**src/rtl/spi_display.sv**
```systemverilog
// Write-only SPI master (mode 0) for small display controllers.
// Pops {dc, byte} words from a show-ahead queue and shifts each byte out MSB-first, paced by `step`.
module spi_display (
  input  logic       clock,
  input  logic       reset,
  input  logic       step,
  input  logic       in_dc,
  input  logic [7:0] in_data,
  output logic       get,
  input  logic       empty,
  output logic       spi_cs_n,
  output logic       spi_clock,
  output logic       spi_dc,
  output logic       spi_mosi
);

  typedef enum logic [1:0] {
    S_IDLE = 2'd0,
    S_HIGH = 2'd1,
    S_LOW  = 2'd2,
    S_END  = 2'd3
  } state_t;

  state_t     state_r, state_s;
  logic [6:0] shift_r, shift_s;
  logic [2:0] cnt_r, cnt_s;
  logic       cs_n_r, cs_n_s;
  logic       sclk_r, sclk_s;
  logic       dc_r, dc_s;
  logic       mosi_r, mosi_s;
  logic       load_s;

  // A word is taken only on a step edge, from IDLE or END, when the queue has one.
  assign load_s = step && !empty && ((state_r == S_IDLE) || (state_r == S_END));

  // Pop strobe is qualified by reset so it stays low while reset is held.
  assign get = load_s && reset;

  assign spi_cs_n  = cs_n_r;
  assign spi_clock = sclk_r;
  assign spi_dc    = dc_r;
  assign spi_mosi  = mosi_r;

  // Next-state and next-output logic; everything holds unless step is high.
  always_comb begin
    state_s = state_r;
    shift_s = shift_r;
    cnt_s   = cnt_r;
    cs_n_s  = cs_n_r;
    sclk_s  = sclk_r;
    dc_s    = dc_r;
    mosi_s  = mosi_r;
    if (step) begin
      case (state_r)
        S_IDLE: begin
          if (load_s) begin
            shift_s = in_data[6:0];
            cs_n_s  = 1'b0;
            dc_s    = in_dc;
            mosi_s  = in_data[7];
            sclk_s  = 1'b0;
            cnt_s   = 3'd7;
            state_s = S_HIGH;
          end else begin
            state_s = S_IDLE;
          end
        end
        S_HIGH: begin
          sclk_s = 1'b1;
          if (cnt_r == 3'd0) begin
            state_s = S_END;
          end else begin
            state_s = S_LOW;
          end
        end
        S_LOW: begin
          sclk_s  = 1'b0;
          cnt_s   = cnt_r - 3'd1;
          mosi_s  = shift_r[6];
          shift_s = {shift_r[5:0], 1'b0};
          state_s = S_HIGH;
        end
        S_END: begin
          sclk_s = 1'b0;
          // Back-to-back load keeps CS asserted between bytes.
          if (load_s) begin
            shift_s = in_data[6:0];
            cs_n_s  = 1'b0;
            dc_s    = in_dc;
            mosi_s  = in_data[7];
            cnt_s   = 3'd7;
            state_s = S_HIGH;
          end else begin
            cs_n_s  = 1'b1;
            state_s = S_IDLE;
          end
        end
        default: begin
          state_s = S_IDLE;
        end
      endcase
    end else begin
      state_s = state_r;
    end
  end

  // State and output registers with asynchronous reset to the idle bus state.
  always_ff @(posedge clock or negedge reset) begin
    if (!reset) begin
      state_r <= S_IDLE;
      shift_r <= 7'd0;
      cnt_r   <= 3'd0;
      cs_n_r  <= 1'b1;
      sclk_r  <= 1'b0;
      dc_r    <= 1'b0;
      mosi_r  <= 1'b0;
    end else begin
      state_r <= state_s;
      shift_r <= shift_s;
      cnt_r   <= cnt_s;
      cs_n_r  <= cs_n_s;
      sclk_r  <= sclk_s;
      dc_r    <= dc_s;
      mosi_r  <= mosi_s;
    end
  end

endmodule

```
**config.mk**
```make
export PLATFORM = sky130hd
export DESIGN_NAME = spi_display
export DESIGN_NICKNAME = d
export VERILOG_FILES = /design/src/rtl/spi_display.sv
export SDC_FILE = /design/constraint.sdc
export NUM_CORES = 1
export LEC_CHECK = 0
export BUFFER_PORTS_ARGS = -buffer_cell sky130_fd_sc_hd__buf_2
export CORE_MARGIN = 4
export CORE_UTILIZATION = 30
export CTS_BUF_LIST = sky130_fd_sc_hd__clkbuf_16
export DETAILED_ROUTE_END_ITERATION = 7
export PLACE_DENSITY_LB_ADDON = 0.15
export SYNTH_ARGS = -nofsm -noshare
export SYNTH_HDL_FRONTEND = slang
export SYNTH_SLANG_ARGS = --single-unit
```
**constraint.sdc**
```tcl
create_clock -name clock -period 2.1 [get_ports clock]
set_input_delay 0.21 -clock clock [delete_from_list [all_inputs] [get_ports clock]]
set_output_delay 0.21 -clock clock [all_outputs]
set_load 0.02 [all_outputs]
```
==> results of run 1 <==
-- flip-flops by register name, indices dropped and copies added, names as in the netlist --
signal	count
spi_mosi	1
state_r	2
spi_clock	1
spi_dc	1
shift_r	7
cnt_r	3
spi_cs_n	1
-- synthesized netlist by cell type --
| library cell | count | area share (%) |
|---|---|---|
| mux2_2 | 16 | 21 |
| nor2_1 | 1 | 0.44 |
| ha_1 | 6 | 8.9 |
| o21ai_1 | 1 | 0.59 |
| nor2b_1 | 1 | 0.74 |
| buf_2 | 2 | 1.2 |
| nand2_1 | 2 | 0.89 |
| and4_1 | 3 | 3.1 |
| inv_1 | 8 | 3.6 |
| and2_1 | 2 | 1.5 |
| buf_4 | 1 | 0.89 |
| o21ai_0 | 2 | 1.2 |
| dfrtp_1 | 15 | 44 |
| o22ai_1 | 2 | 1.5 |
| a21oi_1 | 4 | 2.4 |
| nor3b_2 | 1 | 1.5 |
| mux2_1 | 1 | 1.3 |
| nor3_1 | 1 | 0.59 |
| o2bb2ai_1 | 1 | 1.0 |
| dfstp_2 | 1 | 3.1 |
-- power groups by stage --
| stage | Combinational (W) | Sequential [W] | Clock (W) |
|---|---|---|---|
| finish | 0.000667 | 0.000506 | 0.000366 |
| global route | 0.000746 | 0.000531 | 0.000390 |
| CTS | 0.000662 | 0.000509 | 0.000383 |
| detailed placement | 0.000659 | 0.000514 | 0 |
| global placement | 0.000650 | 0.000507 | 0 |
| floorplan | 0.000465 | 0.000543 | 0 |
-- critical path, cell delays in order, from the launching register on --
cell and delay, ps:
dfrtp_1 370, inv_1 80, ha_1 430, nor3b_4 290, and2_1 160, buf_2 160
-- how the worst max path moves through the flow --
stage / cells after the start / slack (ps) / to
after floorplan: 6 / 410 / shift_r[1]
after global placement: 6 / 270 / spi_mosi
after detailed placement: 6 / 250 / shift_r[4]
after CTS: 5 / 20 / get
after global routing: 5 / 40 / get
final: 5 / 160 / get
-- metal layers --
layer / GRT usage (%) / vias up / wire length (um)
li1: - / 291 / -
met3: 1.887 / 2 / 47
met1: 11.91 / 275 / 694
met4: 4.644 / 0 / 25
met2: 16.16 / 8 / 751
met5: 0 / - / 0
-- layout make-up --
cell class | instances | area, sq um
fillers | 250 | 1514
multi-input cells | 44 | 402.9
flip-flops and latches | 16 | 401.6
repair buffers | 22 | 125.1
clock buffers | 3 | 75.07
well taps | 30 | 37.54
inverters | 8 | 30.03
clock inverters | 1 | 3.754
-- what timing repair did --
item	in CTS	in global routing
endpoints found under the hold margin	15	0
endpoints found under the setup margin	0	1
buffers inserted	0	2
hold buffers	1	0
gates resized for setup	0	1
-- cell families after synthesis --
logic type,count (synthesis)
AO/OA/AOI/OAI,10
adder cells (fa/ha/maj),6
AND/OR/NAND/NOR,11
multiplexers,17
flip-flops,16
buffers and inverters,11
-- through the flow --
stage / setup slack, ps / hold WS (ps) / cells / instance area [sq um]
5_1_grt: 42.34 / 203.3 / 124 / 1076
3_3_place_gp: 269.4 / 158.2 / 117 / 965.9
6_report: 160.7 / 203.4 / 124 / 1076
4_1_cts: 22.28 / 197.8 / 122 / 1055
3_5_place_dp: 252.8 / 155.4 / 117 / 965.9
2_1_floorplan: 408.9 / -85.59 / 71 / 845.8
-- layout by cell type, fill, tap and decap left out --
cell / count
ha_1: 6
dfrtp_1: 15
dfstp_2: 1
o21ai_0: 2
a21oi_1: 4
nand2_1: 2
nor3b_4: 1
dlygate4sd3_1: 1
inv_1: 9
o22ai_1: 2
nor2_1: 1
and4_1: 3
mux2_1: 1
o2bb2ai_1: 1
nor2b_1: 1
o21ai_1: 1
buf_4: 4
clkbuf_16: 3
mux2_2: 16
and2_1: 2
nor3_1: 1
buf_2: 17
==> results.ini, run 1 <==
[die]
core_region_area_sq_um=2590
dieHeight_um=61.10
top_level_ports=18
start_util_pct=32.66
die-area_sq_um=3733
num_rows=18
die_w_um=61.10

[worst_setup_path]
timing.rr.start=state_r[0]
crit_fanout=9
critPathKind=reg2out
startpoint=state_r[0]
cp-end-kind=output pin
critPathRequiredTime_ps=1890
cp.arrival_ps=1730
worst-r2r-setup-slack_ps=260
rr_endpoint=spi_mosi
reg2reg_depth=6
cp-start-kind=register

[drt]
routed_wl_um=1519
vias=576
ant_nets=0
wl_per_cell_um=12.25
firstDrtPassIters=3
dr.first_iter.drc_count=8
route.detailed.drc=0
viasPerCell=4.645

[synth]
synth.distinct_cells=20
yosys.area_share.simple_pct=8.728
synth_area_sq_um=845.8
synth_mux_area_share_pct=22.63
synthAdderAreaFrac_pct=8.876
ys_ff_latch=16
syn_nets=90
synth-xor-area-share_pct=0
yosys_warnings=0
synth.avg_cell_area_sq_um=11.91
synth_top_family_by_area=multiplexers
synth-seq-area-share_pct=47.49
synth-compound-area-share_pct=6.657
netlist_instances=71

[min_path]
hold_start=in_dc
holdPathStages=2
hold_end=spi_dc
hp-class=in2reg

[clocking]
cts.sinks=16
clockBufferDepth=2
cts_tree=yes
h-tree-depth=1
cts.reportedPaths.clkPinSlew_ps=50
cts_root_buffer=clkbuf_16
numCtsBuffers=3
clk_latency_ps=250

[pwr]
pwr-share-clk_pct=23.8
p_seq_share_pct=32.9
p_per_area_nw_per_um2=1431
ir_drop_v=0.0007934
swShare_pct=31.59
p_total_w=0.001540
power_frac_comb_pct=43.3
p_int_w=0.001053
static-leakage-power_nw=0.5380
p_sw_w=0.0004863

[place]
dpl.hpwl_um=1143
port_buffers=17
place_congestion=0.6889

[sta]
setup_tns_ps=0
slew-limit-headroom_pct=74.77
tightest_slew_ps=378.5
final-setup-viol-count=0
fin_crit_sh_pct=92.35
skew_ps=3.559
fmax_mhz=515.6
rsz0062_at_grt=no
hold_violations=0
period_needed_ps=1939
slew_violations=0

[final_layout]
final_util_pct=41.55
nNetsFinal=114
synthToLayoutAreaGrowth_pct=27.22
layout-drive-gt1-share_pct=44.68
n_antenna_cell=0

[global_routing]
grt_pass1_wl_um=2642
antenna_found_initial=0
grt_max_degree=18
track_usage_pct=9.669
grt_pass1_vias=606
overflow=0

[run]
max-cap-violations=0

[status]
status=complete, no violations

Note: power is estimated with default switching activity, not from simulation.
==> run 2, diff against run 1 <==
--- a/config.mk
+++ b/config.mk
@@ -5,11 +5,11 @@
 export SDC_FILE = /design/constraint.sdc
 export NUM_CORES = 1
 export LEC_CHECK = 0
-export BUFFER_PORTS_ARGS = -buffer_cell sky130_fd_sc_hd__buf_2
 export CORE_MARGIN = 4
 export CORE_UTILIZATION = 30
 export CTS_BUF_LIST = sky130_fd_sc_hd__clkbuf_16
 export DETAILED_ROUTE_END_ITERATION = 7
+export DONT_BUFFER_PORTS = 1
 export PLACE_DENSITY_LB_ADDON = 0.15
 export SYNTH_ARGS = -nofsm -noshare
 export SYNTH_HDL_FRONTEND = slang
==> results.ini, run 2 (synthesis gave the netlist of run 1 again) <==
[worst_setup_path]
critPathKind=reg2out  ; unchanged
crit_fanout=7  ; was 9
cp-end-kind=output pin  ; unchanged
cp-start-kind=register  ; unchanged
critPathRequiredTime_ps=1890  ; about the same
cp.arrival_ps=1750  ; was 1730 ps

[pwr]
ir_drop_v=0.0006364  ; was 0.0007934 V
static-leakage-power_nw=0.4528  ; was 0.5380 nW
p_total_w=0.001480  ; was 0.001540 W
p_per_area_nw_per_um2=1526  ; was 1431 nW/um^2

[global_routing]
grt_pass1_wl_um=2559  ; was 2642 um
grt_pass1_vias=531  ; was 606
antenna_found_initial=0  ; unchanged
track_usage_pct=9.360  ; was 9.669%
grt_max_degree=17  ; was 18
overflow=0  ; unchanged

[sta]
tightest_slew_ps=739.1  ; was 378.5 ps
period_needed_ps=1959  ; was 1939 ps
hold_violations=0  ; unchanged
fmax_mhz=510.5  ; was 515.6 MHz
final-setup-viol-count=0  ; unchanged
worst_slack_ps=141.0  ; was 160.7 ps
rsz0062_at_grt=no  ; unchanged
skew_ps=2.958  ; was 3.559 ps
slew-limit-headroom_pct=50.56  ; was 74.77%
setup_tns_ps=0  ; unchanged
fin_crit_sh_pct=93.29  ; was 92.35%
slew_violations=0  ; unchanged

[final_layout]
nNetsFinal=95  ; was 114
final_cell_mix=16 x mux2_2, 15 x dfrtp_1, 8 x inv_1  ; was 17 x buf_2, 16 x mux2_2, 15 x dfrtp_1
regMostFlops=shift_r  ; unchanged
fill_cells=256  ; was 250
reg.largest.list=shift_r x7, cnt_r x3, state_r x2  ; unchanged
layout-drive-gt1-share_pct=30.67  ; was 44.68%
n_antenna_cell=0  ; unchanged
final_common_cell=mux2_2  ; was buf_2
synthToLayoutAreaGrowth_pct=14.64  ; was 27.22%
largest_register_ffs=7  ; unchanged

[min_path]
hp-class=in2reg  ; unchanged

[place]
port_buffers=0  ; was 17
place_congestion=0.7828  ; was 0.6889
dpl.hpwl_um=1105  ; was 1143 um
pre_cts_ws_ps=322.7  ; was 252.8 ps

[drt]
wl_per_cell_um=14.25  ; was 12.25 um
viasPerCell=4.781  ; was 4.645
firstDrtPassIters=4  ; was 3
vias=502  ; was 576
met2_length_um=740  ; was 751 um
top_layer=met4  ; unchanged
ant_nets=0  ; unchanged
dr.first_iter.drc_count=8  ; unchanged
routed_wl_um=1496  ; was 1519 um
route.detailed.drc=0  ; unchanged
met3_length_um=75  ; was 47 um
wl_met1_um=674  ; was 694 um

[clocking]
cts_root_buffer=clkbuf_16  ; unchanged
numCtsBuffers=3  ; unchanged
cts.sinks=16  ; unchanged
cts_tree=yes  ; unchanged
clockBufferDepth=2  ; unchanged
clk_latency_ps=240  ; was 250 ps
cts.reportedPaths.clkPinSlew_ps=50  ; about the same
h-tree-depth=1  ; unchanged

[die]
dieHeight_um=61.10  ; unchanged
die-area_sq_um=3733  ; unchanged
core_region_area_sq_um=2590  ; unchanged
start_util_pct=32.66  ; unchanged
die_w_um=61.10  ; unchanged
top_level_ports=18  ; unchanged
num_rows=18  ; unchanged

[status]
status=complete, no violations  ; unchanged

[run]
max-cap-violations=0  ; unchanged

run 2: changes by cell type in the layout (fill, tap and decap cells not counted):
cell and change:
buf_4 -2, nor3b_2 +1, clkinv_1 +1, nor3b_4 -1, buf_2 -17, inv_1 -1
run 2: area by class of cell:
type                    count  area [sq um]  area share (%)
multi-input cells          44         396.6           40.90
inverters                   8         30.03           3.097
clock buffers               3         75.07           7.742
repair buffers              3         25.02           2.581
flip-flops and latches     16         401.6           41.42
well taps                  30         37.54           3.871
clock inverters             1         3.754          0.3871
run 2: critical path, stage by stage (launching register included):
cell,delay (ps)
dfrtp_1,370
inv_1,90
ha_1,370
nor3b_2,380
and2_1,300
run 2: per-stage QoR:
step / hold WS (ps) / util (%) / area [sq um] / cells
2_1_floorplan: -85.59 / - / 845.8 / 71
3_3_place_gp: -84.87 / 34.01 / 880.8 / 100
3_5_place_dp: -84.82 / 34.01 / 880.8 / 100
4_1_cts: 73.12 / 37.44 / 969.7 / 105
5_1_grt: 81.74 / 37.44 / 969.7 / 105
6_report: 73.72 / 37.44 / 969.7 / 105
run 2: worst paths after layout:
check	startpoint	end	slack, ps	depth (start not counted)
min reg2reg	shift_r[0]	shift_r[0]	490	1
max	state_r[0]	get	140	4
min in group asynchronous	reset	spi_clock	470	1
min	step	state_r[1]	70	1
max in group asynchronous	reset	spi_dc	1160	1
max reg2reg	state_r[0]	shift_r[1]	310	6
run 2: metal layers:
layer	GRT usage, %	vias up
li1	-	253
met1	12.03	241
met2	14.50	6
met3	3.774	2
met4	2.786	0
met5	0	-
run 2: where the power goes:
group	internal (W)	switching, W
clock network	0.000252	0.000118
registers	0.000447	0.000110
logic	0.000308	0.000244
total	0.00101	0.000472
run 2: repair_timing:
item | 4_1_cts | 5_1_grt
hold endpoints to repair | 16 | 0
hold buffers | 1 | 0
setup buffers | 0 | 0
gates resized for setup | 0 | 0
